**config.mk**
```make
export PLATFORM = sky130hd
export DESIGN_NAME = rf_wport_arbiter
export DESIGN_NICKNAME = d
export VERILOG_FILES = /design/src/rtl/rf_arb_pkg.sv /design/src/rtl/rf_arb_queue.sv /design/src/rtl/rf_wport_arbiter.sv
export SDC_FILE = /design/constraint.sdc
export NUM_CORES = 1
export LEC_CHECK = 0
export CAP_MARGIN = 20
export CORE_MARGIN = 3
export CORE_UTILIZATION = 40
export CTS_CLUSTER_SIZE = 10
export DETAILED_ROUTE_END_ITERATION = 16
export PLACE_DENSITY = 0.75
export SKIP_LAST_GASP = 1
export SYNTH_ARGS = -nofsm -noshare
export SYNTH_HDL_FRONTEND = slang
export SYNTH_HIERARCHICAL = 1
export SYNTH_SLANG_ARGS = --single-unit
export TNS_END_PERCENT = 30
```
**constraint.sdc**
```tcl
create_clock -name clk -period 5.13 [get_ports clk]
set_input_delay 1.026 -clock clk [delete_from_list [all_inputs] [get_ports clk]]
set_output_delay 1.026 -clock clk [all_outputs]
set_load 0.005 [all_outputs]
```
**src/rtl/rf_arb_pkg.sv**
```systemverilog
// Shared defaults and entry layout for the register-file write-port arbiter.
package rf_arb_pkg;

  localparam int unsigned RF_ARB_AW     = 5;
  localparam int unsigned RF_ARB_DW     = 32;
  localparam int unsigned RF_ARB_DEPTH  = 2;
  localparam int unsigned RF_ARB_STARVE = 8;

  typedef struct packed {
    logic                 valid;
    logic [RF_ARB_AW-1:0] addr;
    logic [RF_ARB_DW-1:0] data;
  } rf_arb_entry_t;

endpackage

```
**src/rtl/rf_arb_queue.sv**
```systemverilog
// Result FIFO for the multi-cycle unit, with kill-by-address and
// read-after-write pending lookups against every occupied entry.
module rf_arb_queue
  import rf_arb_pkg::*;
#(
  parameter int unsigned DEPTH = RF_ARB_DEPTH,
  parameter int unsigned AW    = RF_ARB_AW,
  parameter int unsigned DW    = RF_ARB_DW
) (
  input  logic          clk,
  input  logic          reset,
  input  logic          push,
  input  logic [AW-1:0] push_addr,
  input  logic [DW-1:0] push_data,
  input  logic          pop,
  input  logic          kill,
  input  logic [AW-1:0] kill_addr,
  input  logic [AW-1:0] rd1_addr,
  input  logic [AW-1:0] rd2_addr,
  output logic          rd1_pending,
  output logic          rd2_pending,
  output logic          empty,
  output logic          full,
  output logic          head_valid,
  output logic [AW-1:0] head_addr,
  output logic [DW-1:0] head_data
);

  localparam int unsigned PW = $clog2(DEPTH);
  localparam int unsigned CW = $clog2(DEPTH + 1);

  typedef struct packed {
    logic          valid;
    logic [AW-1:0] addr;
    logic [DW-1:0] data;
  } entry_t;

  entry_t        mem_q [DEPTH];
  logic [PW-1:0] head_q;
  logic [PW-1:0] tail_q;
  logic [CW-1:0] count_q;

  assign empty      = (count_q == '0);
  assign full       = (count_q == CW'(DEPTH));
  assign head_valid = mem_q[head_q].valid;
  assign head_addr  = mem_q[head_q].addr;
  assign head_data  = mem_q[head_q].data;

  always_ff @(posedge clk or posedge reset) begin
    if (reset) begin
      head_q  <= '0;
      tail_q  <= '0;
      count_q <= '0;
      for (int i = 0; i < DEPTH; i++) mem_q[i] <= '0;
    end else begin
      for (int i = 0; i < DEPTH; i++) begin
        if (kill && mem_q[i].valid && mem_q[i].addr == kill_addr) mem_q[i].valid <= 1'b0;
      end
      // Popped slots drop their valid bit so stale data never matches a lookup.
      if (pop) begin
        mem_q[head_q].valid <= 1'b0;
        head_q              <= head_q + 1'b1;
      end
      if (push) begin
        mem_q[tail_q] <= '{valid: 1'b1, addr: push_addr, data: push_data};
        tail_q        <= tail_q + 1'b1;
      end
      case ({push, pop})
        2'b10:   count_q <= count_q + 1'b1;
        2'b01:   count_q <= count_q - 1'b1;
        default: count_q <= count_q;
      endcase
    end
  end

  always_comb begin
    rd1_pending = 1'b0;
    rd2_pending = 1'b0;
    for (int i = 0; i < DEPTH; i++) begin
      if (mem_q[i].valid && mem_q[i].addr == rd1_addr) rd1_pending = 1'b1;
      if (mem_q[i].valid && mem_q[i].addr == rd2_addr) rd2_pending = 1'b1;
    end
    if (rd1_addr == '0) rd1_pending = 1'b0;
    if (rd2_addr == '0) rd2_pending = 1'b0;
  end

endmodule

```
**src/rtl/rf_wport_arbiter.sv**
```systemverilog
// Arbitrates the register file's single write port: writeback always wins,
// queued multi-cycle results drain into idle slots, starvation raises stall_req.
module rf_wport_arbiter
  import rf_arb_pkg::*;
#(
  parameter int unsigned DEPTH  = RF_ARB_DEPTH,
  parameter int unsigned STARVE = RF_ARB_STARVE,
  parameter int unsigned AW     = RF_ARB_AW,
  parameter int unsigned DW     = RF_ARB_DW
) (
  input  logic          clk,
  input  logic          reset,
  input  logic          wb_we,
  input  logic [AW-1:0] wb_addr,
  input  logic [DW-1:0] wb_data,
  input  logic          md_valid,
  output logic          md_ready,
  input  logic [AW-1:0] md_addr,
  input  logic [DW-1:0] md_data,
  input  logic [AW-1:0] rd1_addr,
  input  logic [AW-1:0] rd2_addr,
  output logic          rd1_pending,
  output logic          rd2_pending,
  output logic          stall_req,
  output logic          rf_we,
  output logic [AW-1:0] rf_a3,
  output logic [DW-1:0] rf_wd3
);

  localparam int unsigned WW = $clog2(STARVE + 1);

  logic          slot_busy;
  logic          push;
  logic          pop;
  logic          q_empty;
  logic          q_full;
  logic          head_valid;
  logic [AW-1:0] head_addr;
  logic [DW-1:0] head_data;
  logic [WW-1:0] wait_q;

  assign slot_busy = wb_we && (wb_addr != '0);
  assign pop       = !slot_busy && !q_empty;
  assign md_ready  = !reset && !q_full;
  // Writes to x0, or results already superseded by the younger WB write, are dropped.
  assign push      = md_valid && md_ready && (md_addr != '0) && !(wb_we && wb_addr == md_addr);
  assign stall_req = (wait_q == WW'(STARVE));

  rf_arb_queue #(
    .DEPTH (DEPTH),
    .AW    (AW),
    .DW    (DW)
  ) u_queue (
    .clk         (clk),
    .reset       (reset),
    .push        (push),
    .push_addr   (md_addr),
    .push_data   (md_data),
    .pop         (pop),
    .kill        (slot_busy),
    .kill_addr   (wb_addr),
    .rd1_addr    (rd1_addr),
    .rd2_addr    (rd2_addr),
    .rd1_pending (rd1_pending),
    .rd2_pending (rd2_pending),
    .empty       (q_empty),
    .full        (q_full),
    .head_valid  (head_valid),
    .head_addr   (head_addr),
    .head_data   (head_data)
  );

  always_comb begin
    rf_we  = 1'b0;
    rf_a3  = '0;
    rf_wd3 = '0;
    if (slot_busy) begin
      rf_we  = 1'b1;
      rf_a3  = wb_addr;
      rf_wd3 = wb_data;
    end else if (!q_empty && head_valid) begin
      rf_we  = 1'b1;
      rf_a3  = head_addr;
      rf_wd3 = head_data;
    end
  end

  always_ff @(posedge clk or posedge reset) begin
    if (reset) begin
      wait_q <= '0;
    end else if (q_empty || pop) begin
      wait_q <= '0;
    end else if (slot_busy && wait_q != WW'(STARVE)) begin
      wait_q <= wait_q + 1'b1;
    end
  end

endmodule

```
---- Yosys cells after proc, flatten, opt, wreduce, memory -nomap -nowiden ----
Cells that the tools add are included.
operators by class
  add/subtract/negate cells ............... 5
  multiplexer cells ....................... 28
  reductions and logical operators ........ 32
  magnitude comparators ................... 4
  bitwise logic cells ..................... 2
  equality and inequality tests ........... 12
operators by type and width
  kind                 number
  $mux 38              5
  $bwmux 76            2
  $mux 76              2
  $demux 38 s1         2
  $mux 32              2
  $eq 5x5->1           7
  $logic_and 1x1->1    19
  $logic_not 5->1      2
  $mux 1               10
  $mux 5               2
  $reduce_bool 5->1    2
  $mux 4               2
  $logic_not 1->1      5
  $add 4x1->4 const B  1
  $eq 2x2->1 const B   2
  $eq 4x4->1 const B   1
  $ge 2x2->1 const B   2
  $lt 2x1->1 const B   2
  $ne 4x4->1 const B   1
  $not 1->2            2
  $pmux 2 s2           1
  $reduce_bool 2->1    2
  $add 1x1->1 const B  2
  $add 2x1->2 const B  1
  4 further kinds      4
storage, ports and cells
  bits in registers ....................... 84
  output and inout port bits .............. 42
  input port bits ......................... 88
  logic and storage cells ................. 93

---- Logic depth before layout (Yosys ltp) ----
Gate-level depths: netlist of run 1.
  depth after elaboration ................. 9
  mapped depth ............................ 10
  gate-level depth less buffers ........... 9

---- By module ----
Netlist of run 1, hierarchy kept.
modules (own cells, without submodules)
  module            instances  area each (um^2)  cells an instance  sequential area each (um^2)
  rf_arb_queue      1          3982.6            272                2001.9
  rf_wport_arbiter  1          1003.5            167                100.1

---- Least setup slack after synthesis of run 1 ----
No wires, ideal clock.
  path kind ............................... input to output
  start ................................... input wb_addr[1]
  end ..................................... output rf_we
  data required time ...................... 4.104 ns
  buffers on the path ..................... 2
  stages .................................. 6
  arrival time ............................ 2.267 ns
  setup slack ............................. 1.837 ns
  cell sequence ........................... or4_1 -> buf_2 -> o21ai_4 -> inv_2 -> buf_6 -> or2_1
between the ends
  longest elaborated chain between the ends .. 3
RTL lines
  element            RTL line                source
  from (decl)        rf_wport_arbiter.sv:14  input logic [AW-1:0] wb_addr,
  $reduce_bool 5->1  rf_wport_arbiter.sv:42  assign slot_busy = wb_we && (wb_addr != '0);
  $logic_and 1x1->1  rf_wport_arbiter.sv:42
  $mux 1             rf_wport_arbiter.sv:77  if (slot_busy) begin
  to (decl)          rf_wport_arbiter.sv:25  output logic rf_we,
No other way between the ends.

---- Worst setup path in the final report of run 1 ----
  start ................................... input wb_addr[1]
  end ..................................... output rf_a3[1]
between the ends
  longest elaborated chain between the ends .. 3
RTL lines
  element            RTL line                source
  $reduce_bool 5->1  rf_wport_arbiter.sv:42
  $logic_and 1x1->1  rf_wport_arbiter.sv:42
  $mux 5 *           rf_wport_arbiter.sv:77
  to (decl)          rf_wport_arbiter.sv:26  output logic [AW-1:0] rf_a3,
Mark *: on every way between the ends. The rest lies on a longest branch, timed or not.

==> out/qor.csv, run 1 <==
stage,metric,value,unit
run,maxCapViolCount,0,
worst_setup_path,slowest_stage,sky130_fd_sc_hd__or4_1,
sta,setup_tns,0,ns
clocking,holdBufCountCts,0,
worst_setup_path,regToRegEndpoint,u_queue/mem_q[4],
worst_setup_path,critical_path.endpoint,rf_a3[1],
sta,max_slew.worst_pin.slew,0.716,ns
final_layout,area_growth,34.2,%
worst_setup_path,cp_common_cell,sky130_fd_sc_hd__clkdlybuf4s50_1,
grt,globalRouteMet2Util,0.324,
worst_setup_path,crit_arrival,3.58,ns
synth,syn_nets,530,
drt,drt-initial-drc-count,225,
synth,seq_cells_post_synth,84,
clocking,clock_sink_count,84,
final_layout,final_cell_mix,"sky130_fd_sc_hd__clkdlybuf4s50_1, sky130_fd_sc_hd__dfrtp_1, sky130_fd_sc_hd__mux2_2, sky130_fd_sc_hd__nand2_1, sky130_fd_sc_hd__o21ai_0",
floorplan,core_area,0.0121,mm2
grt,global_route_met3_usage,0.0327,
placed_design,place.port_buffers,129,
worst_setup_path,cells_along_the_critical_path,"clkdlybuf4s50_1, or4_1, o21ai_4, inv_2, o21ai_0, clkdlybuf4s50_1",
worst_setup_path,crit-reg2reg-launch,u_queue/count_q[1],
clocking,clk_pin_slew,0.06,ns
worst_setup_path,end_kind,primary output,
clocking,tritoncts,done,
worst_setup_path,critical_path_peak_fanout,41,
clocking,numCtsBuffers,9,
sta,post-route-period-util,0.897,
drt,drt_pre_antenna_iters,4,
drt,antenna_violating_nets_post_route,0,
sta,final_max_slew_viol_count,0,
sta,fmax,217,MHz
grt,wire_length_of_the_first_global_routing_pass,20900,um
status,run_status,"finished, final reports clean",
sta,rsz_0062_raised_after_global_routing,no,
grt,first_global_vias,4011,
floorplan,chipWidth,118,um
sta,clock_skew,0.00763,ns
drt,detailed_route_wire_length,13000,um
worst_setup_path,r2r.worst_path.cells,7,
sta,timing.final.hold_violations,0,
worst_hold_path,holdCritPathClass,flip-flop to flip-flop,
placed_design,hpwlAfterDp,9090,um
power,power_leakage,2.78,nW
grt,grt_antenna_before_repair,0,
clocking,clock_tree.buffer_depth,2,
final_layout,diodes,0,
sta,final-setup-viol-count,0,
grt,gr-total-overflow,0,
synth,synth.cell_area,0.00499,mm2
grt,grt.total_usage,0.184,
worst_setup_path,crit_path_start,wb_addr[1],
worst_setup_path,critical_path_class,input port to primary output,
clocking,cts_post_setup_buffers_inserted,0,
floorplan,initial_utilization,0.412,
sta,setup_slack,0.528,ns
drt,drt_drc_violations_left,0,
worst_setup_path,start_kind,input port,
worst_setup_path,crit_path_max_incr_delay,0.65,ns
synth,ys_warn_count,6,
clocking,clk_latency,0.33,ns
drt,wire_per_inst,17.9,um
final_layout,share_of_layout_cells_above_drive_strength_1,0.256,
synth,ys_types,31,
drt,route.detailed.vias_per_inst,5.25,
clocking,cts_max_level,3,
synth,ys_seq_area_frac,0.422,
synth,synthCells,439,
clocking,cts-resized-gates,0,
worst_setup_path,reg2reg_slack,2.51,ns
floorplan,row_count,40,
placed_design,gpl.final_weighted_congestion,0.800,
power,power_per_cell_area,511,mW/mm2
grt,globalRouteMet1Util,0.237,
final_layout,final_nets,644,
drt,vias,3813,
final_layout,fill_cells,1066,
final_layout,finish.utilization,0.552,
floorplan,die-height,118,um
placed_design,post-place-ws,0.548,ns
grt,grt_start_max_net_pins,42,
worst_setup_path,critical_path_required,4.10,ns
grt,grt_most_used_layer,met2,
power,power.ir.vdd_worst,205,uV
sta,period_minus_slack,4.60,ns
clocking,cts.root.buffer_cell,sky130_fd_sc_hd__clkbuf_16,
floorplan,pin_count,130,
floorplan,die-area,0.0138,mm2
final_layout,final_common_cell,sky130_fd_sc_hd__clkdlybuf4s50_1,
sta,max-slew-margin-rel,0.522,
synth,syn-mean-instance-area,11.4,um2
[worst min-delay path by stage]
stage | from | endpoint | slack, ns | cells after the start
after floorplan | u_queue/tail_q | u_queue/tail_q | 0.45 | 1
after global placement | u_queue/count_q[1] | u_queue/count_q[1] | 0.48 | 1
after detailed placement | u_queue/count_q[1] | u_queue/count_q[1] | 0.48 | 1
after CTS | u_queue/count_q[1] | u_queue/count_q[1] | 0.49 | 1
after global routing | u_queue/mem_q[68] | u_queue/mem_q[68] | 0.51 | 1
final | u_queue/count_q[1] | u_queue/count_q[1] | 0.49 | 1
[sequential cells by signal (all words and copies together) (netlist names)]
name and cells:
u_queue/count_q 2, u_queue/tail_q 1, wait_q 4, u_queue/mem_q 76, u_queue/head_q 1
[metal layers]
metal  part of all wire  wire [um]
met5                  0          0
met4              0.011        142
met1               0.46       5920
met3              0.038        489
met2               0.49       6420
[metrics by stage]
| stage | area [um2] | instances | hold slack (ns) | power [mW] |
|---|---|---|---|---|
| global placement | 6380 | 710 | 0.476 | 2.70 |
| detailed placement | 6380 | 710 | 0.478 | 2.77 |
| global route | 6690 | 726 | 0.512 | 3.62 |
| floorplan | 4990 | 439 | 0.454 | 2.27 |
| CTS | 6690 | 726 | 0.491 | 3.44 |
| finish | 6690 | 726 | 0.495 | 3.42 |
[synthesized netlist by cell type (all sizes together)]
master  count  area (um2)
buf        20         136
nor4        8        50.1
or4         4        30.0
nand2b      1        6.26
nand3       5        25.0
o21ai      41         216
nor3        3        15.0
mux2i       1        10.0
dfrtp      84        2100
and3        2        12.5
or2         1        6.26
a31oi       1        6.26
clkbuf     14        55.1
o211ai     33         248
xor2       32         280
ha          3        37.5
inv         7        26.3
nor2b       2        12.5
mux2      112        1400
xnor2      11        96.3
a21oi       2        10.0
and3b       1        8.76
nor2        6        22.5
nand2      45         169
[final cells by class]
type | count | area [um2] | area share
timing repair buffer | 137 | 1360 | 0.204
multi-input combinational | 314 | 2670 | 0.400
tap | 168 | 210 | 0.0314
clock buffer | 10 | 239 | 0.0357
clock inverter | 6 | 71.3 | 0.0107
inverter | 7 | 27.5 | 0.00412
sequential | 84 | 2100 | 0.314
[logic make-up (layout without fill, tap and decap cells)]
logic type,count (synthesis),in the layout,share of synthesized area
AO/OA/AOI/OAI,77,77,0.0964
XOR/XNOR,43,43,0.0755
adder cells (fa/ha/maj),3,3,0.00753
buffers and inverters,41,160,0.0437
flip-flops,84,84,0.422
multiplexers,113,113,0.284
AND/OR/NAND/NOR,78,78,0.0718
[critical path, delay by kind of cell]
kind / cells / cell delay, ns
and+or+nand+nor: 1 / 0.65
buffers and inverters: 3 / 1.36
AOI/OAI and AO/OA: 2 / 0.54
[report_power, final]
group          internal (mW)  total (mW)  switching (mW)
clock                  0.394       0.654           0.261
sequential             0.992        1.25           0.254
combinational          0.926        1.52           0.592
Note: power is estimated with default switching activity, not from simulation.
==> run 2: changes to the inputs <==
Settings changed: CELL_PAD_IN_SITES_DETAIL_PLACEMENT from default to 1, CELL_PAD_IN_SITES_GLOBAL_PLACEMENT from default to 1, CORE_UTILIZATION 40 to 35, PLACE_DENSITY 0.75 to 0.82.
Clock period 5.13 ns to 4.85 ns, I/O delays scaled along.
==> run 2 against run 1 <==
Utilization shrank 5.8 points. Clock skew decreased by 0.0037 ns. Cell area up 0.15%. Largest cell class unchanged. Largest power group unchanged.
==> out/qor.csv, run 2 (synthesis results as in run 1) <==
stage,metric,value,unit,change
final_layout,fill_cells,1434,,was 1066
sta,post-route-period-util,0.951,,
clocking,clock_sink_count,84,,unchanged
clocking,cts.root.buffer_cell,sky130_fd_sc_hd__clkbuf_16,,unchanged
worst_setup_path,critical_path_class,input port to primary output,,unchanged
sta,max_slew.worst_pin.slew,0.962,ns,was 0.716 ns
worst_setup_path,slowest_stage,sky130_fd_sc_hd__or4_1,,unchanged
sta,period_minus_slack,4.61,ns,
floorplan,die-height,125,um,was 118 um
worst_setup_path,crit_path_max_incr_delay,0.65,ns,about the same
worst_setup_path,r2r.worst_path.cells,7,,unchanged
floorplan,core_area,0.0136,mm2,was 0.0121 mm2
final_layout,final_nets,644,,unchanged
worst_setup_path,critical_path_required,3.88,ns,was 4.10 ns
final_layout,ff_latch_area,0.00210,mm2,unchanged
floorplan,pin_count,130,,unchanged
grt,globalRouteMet2Util,0.317,,was 0.324
worst_setup_path,end_kind,primary output,,unchanged
worst_setup_path,cp_common_cell,sky130_fd_sc_hd__clkdlybuf4s50_1,,unchanged
grt,grt_start_max_net_pins,45,,was 42
floorplan,initial_utilization,0.368,,was 0.412
grt,wire_length_of_the_first_global_routing_pass,23500,um,was 20900 um
placed_design,place.port_buffers,129,,unchanged
grt,gr-total-overflow,0,,unchanged
run,maxCapViolCount,0,,unchanged
final_layout,final_cell_mix,"sky130_fd_sc_hd__clkdlybuf4s50_1, sky130_fd_sc_hd__dfrtp_1, sky130_fd_sc_hd__mux2_2, sky130_fd_sc_hd__nand2_1, sky130_fd_sc_hd__o21ai_0",,unchanged
clocking,clk_pin_slew,0.06,ns,about the same
grt,grt.total_usage,0.187,,was 0.184
power,power.share.combinational,0.447,,was 0.444
placed_design,gpl.final_weighted_congestion,0.854,,was 0.800
final_layout,area_growth,34.4,%,was 34.2%
power,power.ir.vdd_worst,269,uV,was 205 uV
drt,route.detailed.vias_per_inst,5.25,,about the same
power,pwr-share-clk,0.190,,was 0.191
final_layout,final_common_cell,sky130_fd_sc_hd__clkdlybuf4s50_1,,unchanged
drt,wire_per_inst,19.9,um,was 17.9 um
worst_setup_path,reg2reg_slack,2.28,ns,was 2.51 ns
worst_setup_path,start_kind,input port,,unchanged
final_layout,share_of_layout_cells_above_drive_strength_1,0.260,,was 0.256
clocking,cts_post_setup_buffers_inserted,0,,unchanged
floorplan,chipWidth,125,um,was 118 um
power,switching_power,1.19,mW,was 1.11 mW
final_layout,finish.utilization,0.494,,was 0.552
power,power_leakage,2.78,nW,about the same
grt,first_global_vias,4387,,was 4011
power,power_per_cell_area,542,mW/mm2,was 511 mW/mm2
placed_design,hpwlAfterDp,10200,um,was 9090 um
sta,max-slew-margin-rel,0.358,,was 0.522
clocking,clock_tree.buffer_depth,2,,unchanged
final_layout,max_flop_register,u_queue/mem_q,,unchanged
sta,timing.final.hold_violations,0,,unchanged
drt,drt-initial-drc-count,135,,was 225
final_layout,diodes,0,,unchanged
power,swShare,0.327,,was 0.324
sta,setup_tns,0,ns,unchanged
clocking,cts_max_level,3,,unchanged
grt,globalRouteMet1Util,0.231,,was 0.237
sta,final_max_slew_viol_count,0,,unchanged
drt,drt_pre_antenna_iters,4,,unchanged
sta,clock_skew,0.00390,ns,was 0.00763 ns
sta,worst_hold_slack,0.497,ns,was 0.495 ns
drt,vias,3852,,was 3813
sta,final-setup-viol-count,0,,unchanged
grt,grt_antenna_before_repair,0,,unchanged
grt,global_route_met3_usage,0.0426,,was 0.0327
floorplan,row_count,42,,was 40
final_layout,multi_input_logic_area,0.00268,mm2,was 0.00267 mm2
worst_setup_path,crit_arrival,3.64,ns,was 3.58 ns
floorplan,die-area,0.0157,mm2,was 0.0138 mm2
clocking,numCtsBuffers,9,,unchanged
power,fraction_of_power_consumed_by_sequential_logic,0.364,,was 0.365
power,cell_internal_power,2.44,mW,was 2.31 mW
power,report.power.total,3.63,mW,was 3.42 mW
clocking,tritoncts,done,,unchanged
final_layout,number_of_flip_flops_under_the_largest_register_name,76,,unchanged
drt,drt_drc_violations_left,0,,unchanged
sta,rsz_0062_raised_after_global_routing,no,,unchanged
drt,detailed_route_wire_length,14600,um,was 13000 um
final_layout,top_regs,"u_queue/mem_q: 76 flops, wait_q: 4 flops, u_queue/count_q: 2 flops",,unchanged
drt,antenna_violating_nets_post_route,0,,unchanged
worst_setup_path,cells_along_the_critical_path,"clkdlybuf4s50_1, or4_1, o21ai_4, inv_2, buf_4, o21ai_0, clkdlybuf4s50_1",,"was clkdlybuf4s50_1, or4_1, o21ai_4, inv_2, o21ai_0, clkdlybuf4s50_1"
grt,grt_most_used_layer,met2,,unchanged
worst_hold_path,whs_path_depth,1,,unchanged
clocking,clk_latency,0.33,ns,about the same
clocking,holdBufCountCts,0,,unchanged
clocking,cts-resized-gates,0,,unchanged
status,run_status,"finished, final reports clean",,unchanged
worst_setup_path,critical_path_peak_fanout,29,,was 41
sta,fmax,217,MHz,
worst_hold_path,holdCritPathClass,flip-flop to flip-flop,,unchanged
==> run 2: worst max-delay path: cells and delay by family <==
kind | cells | cell delay, ns
compound gates | 2 | 0.43
buf+inv | 4 | 1.59
simple gates | 1 | 0.65
==> run 2: path summary, 6_finish.rpt <==
path,from,to
hold reg to reg,u_queue/count_q[1],u_queue/count_q[1]
setup reg to reg,u_queue/count_q[1],u_queue/mem_q[7]
setup / recovery,wb_addr[1],rf_a3[1]
hold / removal,u_queue/count_q[1],u_queue/count_q[1]
max in group asynchronous,reset,u_queue/head_q
min in group asynchronous,reset,wait_q[0]
==> run 2: power by group through the flow <==
stage / sequential, mW / combinational, mW / clock, mW
after floorplan: 1.23 / 1.17 / 0
after global placement: 1.29 / 1.58 / 0
after detailed placement: 1.33 / 1.63 / 0
after CTS: 1.32 / 1.65 / 0.706
after global routing: 1.37 / 1.77 / 0.736
final: 1.32 / 1.62 / 0.688
==> run 2: area by class of cell <==
cell class | instances | share of cell area
Tap cell | 176 | 0.0329
Multi-Input combinational cell | 314 | 0.400
Clock buffer | 10 | 0.0357
Sequential cell | 84 | 0.314
Timing Repair Buffer | 137 | 0.204
Clock inverter | 6 | 0.00953
Inverter | 7 | 0.00411
==> run 2: metrics by stage <==
step | instance area [um2] | instances | setup WS [ns]
2_1_floorplan | 4990 | 439 | 1.67
3_3_place_gp | 6400 | 718 | 0.369
3_5_place_dp | 6400 | 718 | 0.239
4_1_cts | 6700 | 734 | 0.217
5_1_grt | 6700 | 734 | 0.111
6_report | 6700 | 734 | 0.237
==> run 2: routing by layer <==
metal | share of wire | wire (um)
met5 | 0 | 0
met4 | 0.024 | 356
met3 | 0.051 | 746
met2 | 0.49 | 7190
met1 | 0.43 | 6280
==> run 3: changes to the inputs <==
Settings changed: CORE_MARGIN 3 to default.
==> run 3 against run 2 <==
First-iteration DRC count shrank 13%. Sequential power barely moved. Cell area up 0.35%. Non-clock buffer count fell by 1. Die area fell by 6.3%. Worst hold slack got worse by 0.013 ns. Sequential share of layout area shrank 0.11 points. Utilization shrank 0.98 points. Critical endpoint is now rf_a3[3]. Largest power group unchanged.
==> out/qor.csv, run 3 (synthesis results as in run 1) <==
stage,metric,value,unit,change
placed_design,placed_area,0.00640,mm2,about the same
drt,drt-initial-drc-count,118,,was 135
placed_design,post-place-ws,0.370,ns,was 0.239 ns
drt,drt_drc_violations_left,0,,unchanged
clocking,clk_pin_slew,0.06,ns,about the same
final_layout,share_of_layout_cells_above_drive_strength_1,0.251,,was 0.260
sta,setup_tns,0,ns,unchanged
status,run_status,"finished, final reports clean",,unchanged
placed_design,gpl.final_weighted_congestion,0.885,,was 0.854
grt,wire_length_of_the_first_global_routing_pass,23300,um,was 23500 um
final_layout,final_cell_mix,"sky130_fd_sc_hd__clkdlybuf4s50_1, sky130_fd_sc_hd__dfrtp_1, sky130_fd_sc_hd__mux2_2, sky130_fd_sc_hd__nand2_1, sky130_fd_sc_hd__o21ai_0",,unchanged
worst_setup_path,critical_path_class,input port to primary output,,unchanged
clocking,numCtsBuffers,9,,unchanged
grt,grt_antenna_before_repair,0,,unchanged
power,report.power.total,3.69,mW,was 3.63 mW
sta,timing.final.hold_violations,0,,unchanged
floorplan,die-area,0.0147,mm2,was 0.0157 mm2
clocking,clock_sink_count,84,,unchanged
sta,period_minus_slack,4.49,ns,was 4.61 ns
floorplan,chipWidth,121,um,was 125 um
final_layout,layoutNonFillerInstCount,737,,was 734
drt,detailed_route_wire_length,14500,um,was 14600 um
final_layout,area_growth,34.8,%,was 34.4%
clocking,clk_latency,0.33,ns,about the same
worst_setup_path,slowest_stage,sky130_fd_sc_hd__or4_1,,unchanged
run,maxCapViolCount,0,,unchanged
grt,grt_start_max_net_pins,42,,was 45
clocking,holdBufCountCts,0,,unchanged
sta,worst_hold_slack,0.484,ns,was 0.497 ns
final_layout,number_of_flip_flops_under_the_largest_register_name,76,,unchanged
sta,fmax,223,MHz,was 217 MHz
placed_design,hpwlAfterDp,9860,um,was 10200 um
worst_setup_path,critical_path_peak_fanout,41,,was 29
final_layout,final_nets,643,,was 644
drt,antenna_violating_nets_post_route,0,,unchanged
sta,setup_slack,0.361,ns,was 0.237 ns
worst_setup_path,cells_along_the_critical_path,"clkdlybuf4s50_1, or4_1, o21ai_4, inv_2, o21ai_0, clkdlybuf4s50_1",,"was clkdlybuf4s50_1, or4_1, o21ai_4, inv_2, buf_4, o21ai_0, clkdlybuf4s50_1"
final_layout,final_common_cell,sky130_fd_sc_hd__clkdlybuf4s50_1,,unchanged
worst_setup_path,cp_common_cell,sky130_fd_sc_hd__clkdlybuf4s50_1,,unchanged
sta,final_max_slew_viol_count,0,,unchanged
placed_design,place.port_buffers,129,,unchanged
final_layout,max_flop_register,u_queue/mem_q,,unchanged
worst_setup_path,cpLargestDelayFamily,buffers and inverters,,unchanged
power,power_leakage,2.79,nW,was 2.78 nW
sta,max_slew.worst_pin.slew,1.04,ns,was 0.962 ns
grt,gr-total-overflow,0,,unchanged
grt,first_global_vias,4286,,was 4387
clocking,cts-resized-gates,0,,unchanged
final_layout,top_regs,"u_queue/mem_q: 76 flops, wait_q: 4 flops, u_queue/count_q: 2 flops",,unchanged
placed_design,place.detailed.instances,721,,was 718
power,power_per_cell_area,549,mW/mm2,was 542 mW/mm2
worst_setup_path,crit_path_max_incr_delay,0.62,ns,was 0.65 ns
clocking,cts_post_setup_buffers_inserted,0,,unchanged
final_layout,diodes,0,,unchanged
final_layout,finish.utilization,0.484,,was 0.494
floorplan,pin_count,130,,unchanged
worst_setup_path,crit_arrival,3.52,ns,was 3.64 ns
power,power.ir.vdd_worst,243,uV,was 269 uV
clocking,tritoncts,done,,unchanged
grt,grt.total_usage,0.207,,was 0.187
clocking,cts.root.buffer_cell,sky130_fd_sc_hd__clkbuf_16,,unchanged
worst_setup_path,critical_path_required,3.88,ns,about the same
sta,rsz_0062_raised_after_global_routing,no,,unchanged
floorplan,row_count,43,,was 42
worst_setup_path,start_kind,input port,,unchanged
worst_hold_path,holdCritPathClass,flip-flop to flip-flop,,unchanged
final_layout,final_cell_area,0.00672,mm2,was 0.00670 mm2
drt,drt_pre_antenna_iters,4,,unchanged
sta,clock_skew,0.00545,ns,was 0.00390 ns
drt,vias,3838,,was 3852
clocking,clock_tree.buffer_depth,2,,unchanged
floorplan,core_area,0.0139,mm2,was 0.0136 mm2
worst_setup_path,worst-path-buf-inv,3,,was 4
clocking,cts_max_level,3,,unchanged
sta,max-slew-margin-rel,0.303,,was 0.358
drt,wire_per_inst,19.7,um,was 19.9 um
floorplan,initial_utilization,0.359,,was 0.368
worst_setup_path,end_kind,primary output,,unchanged
drt,route.detailed.vias_per_inst,5.21,,was 5.25
sta,post-route-period-util,0.926,,was 0.951
floorplan,die-height,121,um,was 125 um
sta,final-setup-viol-count,0,,unchanged
[run 3: worst register-to-register path: cells and delay by family (launching register included)]
kind | cells | cell delay (ns)
AND/OR/NAND/NOR | 3 | 0.90
buffers and inverters | 1 | 0.35
flip-flops | 1 | 0.39
multiplexers | 1 | 0.31
AO/OA/AOI/OAI | 2 | 0.69
[run 3: per-layer routing]
metal  track usage  up-vias  wire, um
met5             0        -         0
met4        0.0617        0       199
met3        0.0334       18       614
met2         0.359       94      7240
met1         0.262     1941      6490
li1              -     1785         -
[run 3: final timing paths]
| path | startpoint | to | slack (ns) | cells past startpoint |
|---|---|---|---|---|
| worst min-delay path | u_queue/count_q[1] | u_queue/count_q[1] | 0.48 | 1 |
| min in group asynchronous | reset | wait_q[0] | 0.93 | 2 |
| max in group asynchronous | reset | u_queue/mem_q[12] | 2.72 | 3 |
| worst max register to register | u_queue/count_q[1] | u_queue/mem_q[40] | 2.10 | 7 |
| worst max-delay path | wb_addr[4] | rf_a3[3] | 0.36 | 6 |
| worst min register to register | u_queue/count_q[1] | u_queue/count_q[1] | 0.48 | 1 |
[run 3: power by group]
part,internal [mW],switching [mW],leakage [nW]
clock network,0.465,0.267,0.153
registers,1.05,0.276,1.01
logic,0.982,0.650,1.63
total,2.50,1.19,2.79
[run 3: cell type report]
class	instances	area [um2]
Timing Repair Buffer	136	1370
Clock buffer	12	246
Multi-Input combinational cell	314	2680
Inverter	7	27.5
Sequential cell	84	2100
Tap cell	180	225
Fill cell	1505	7160
Clock inverter	4	72.6
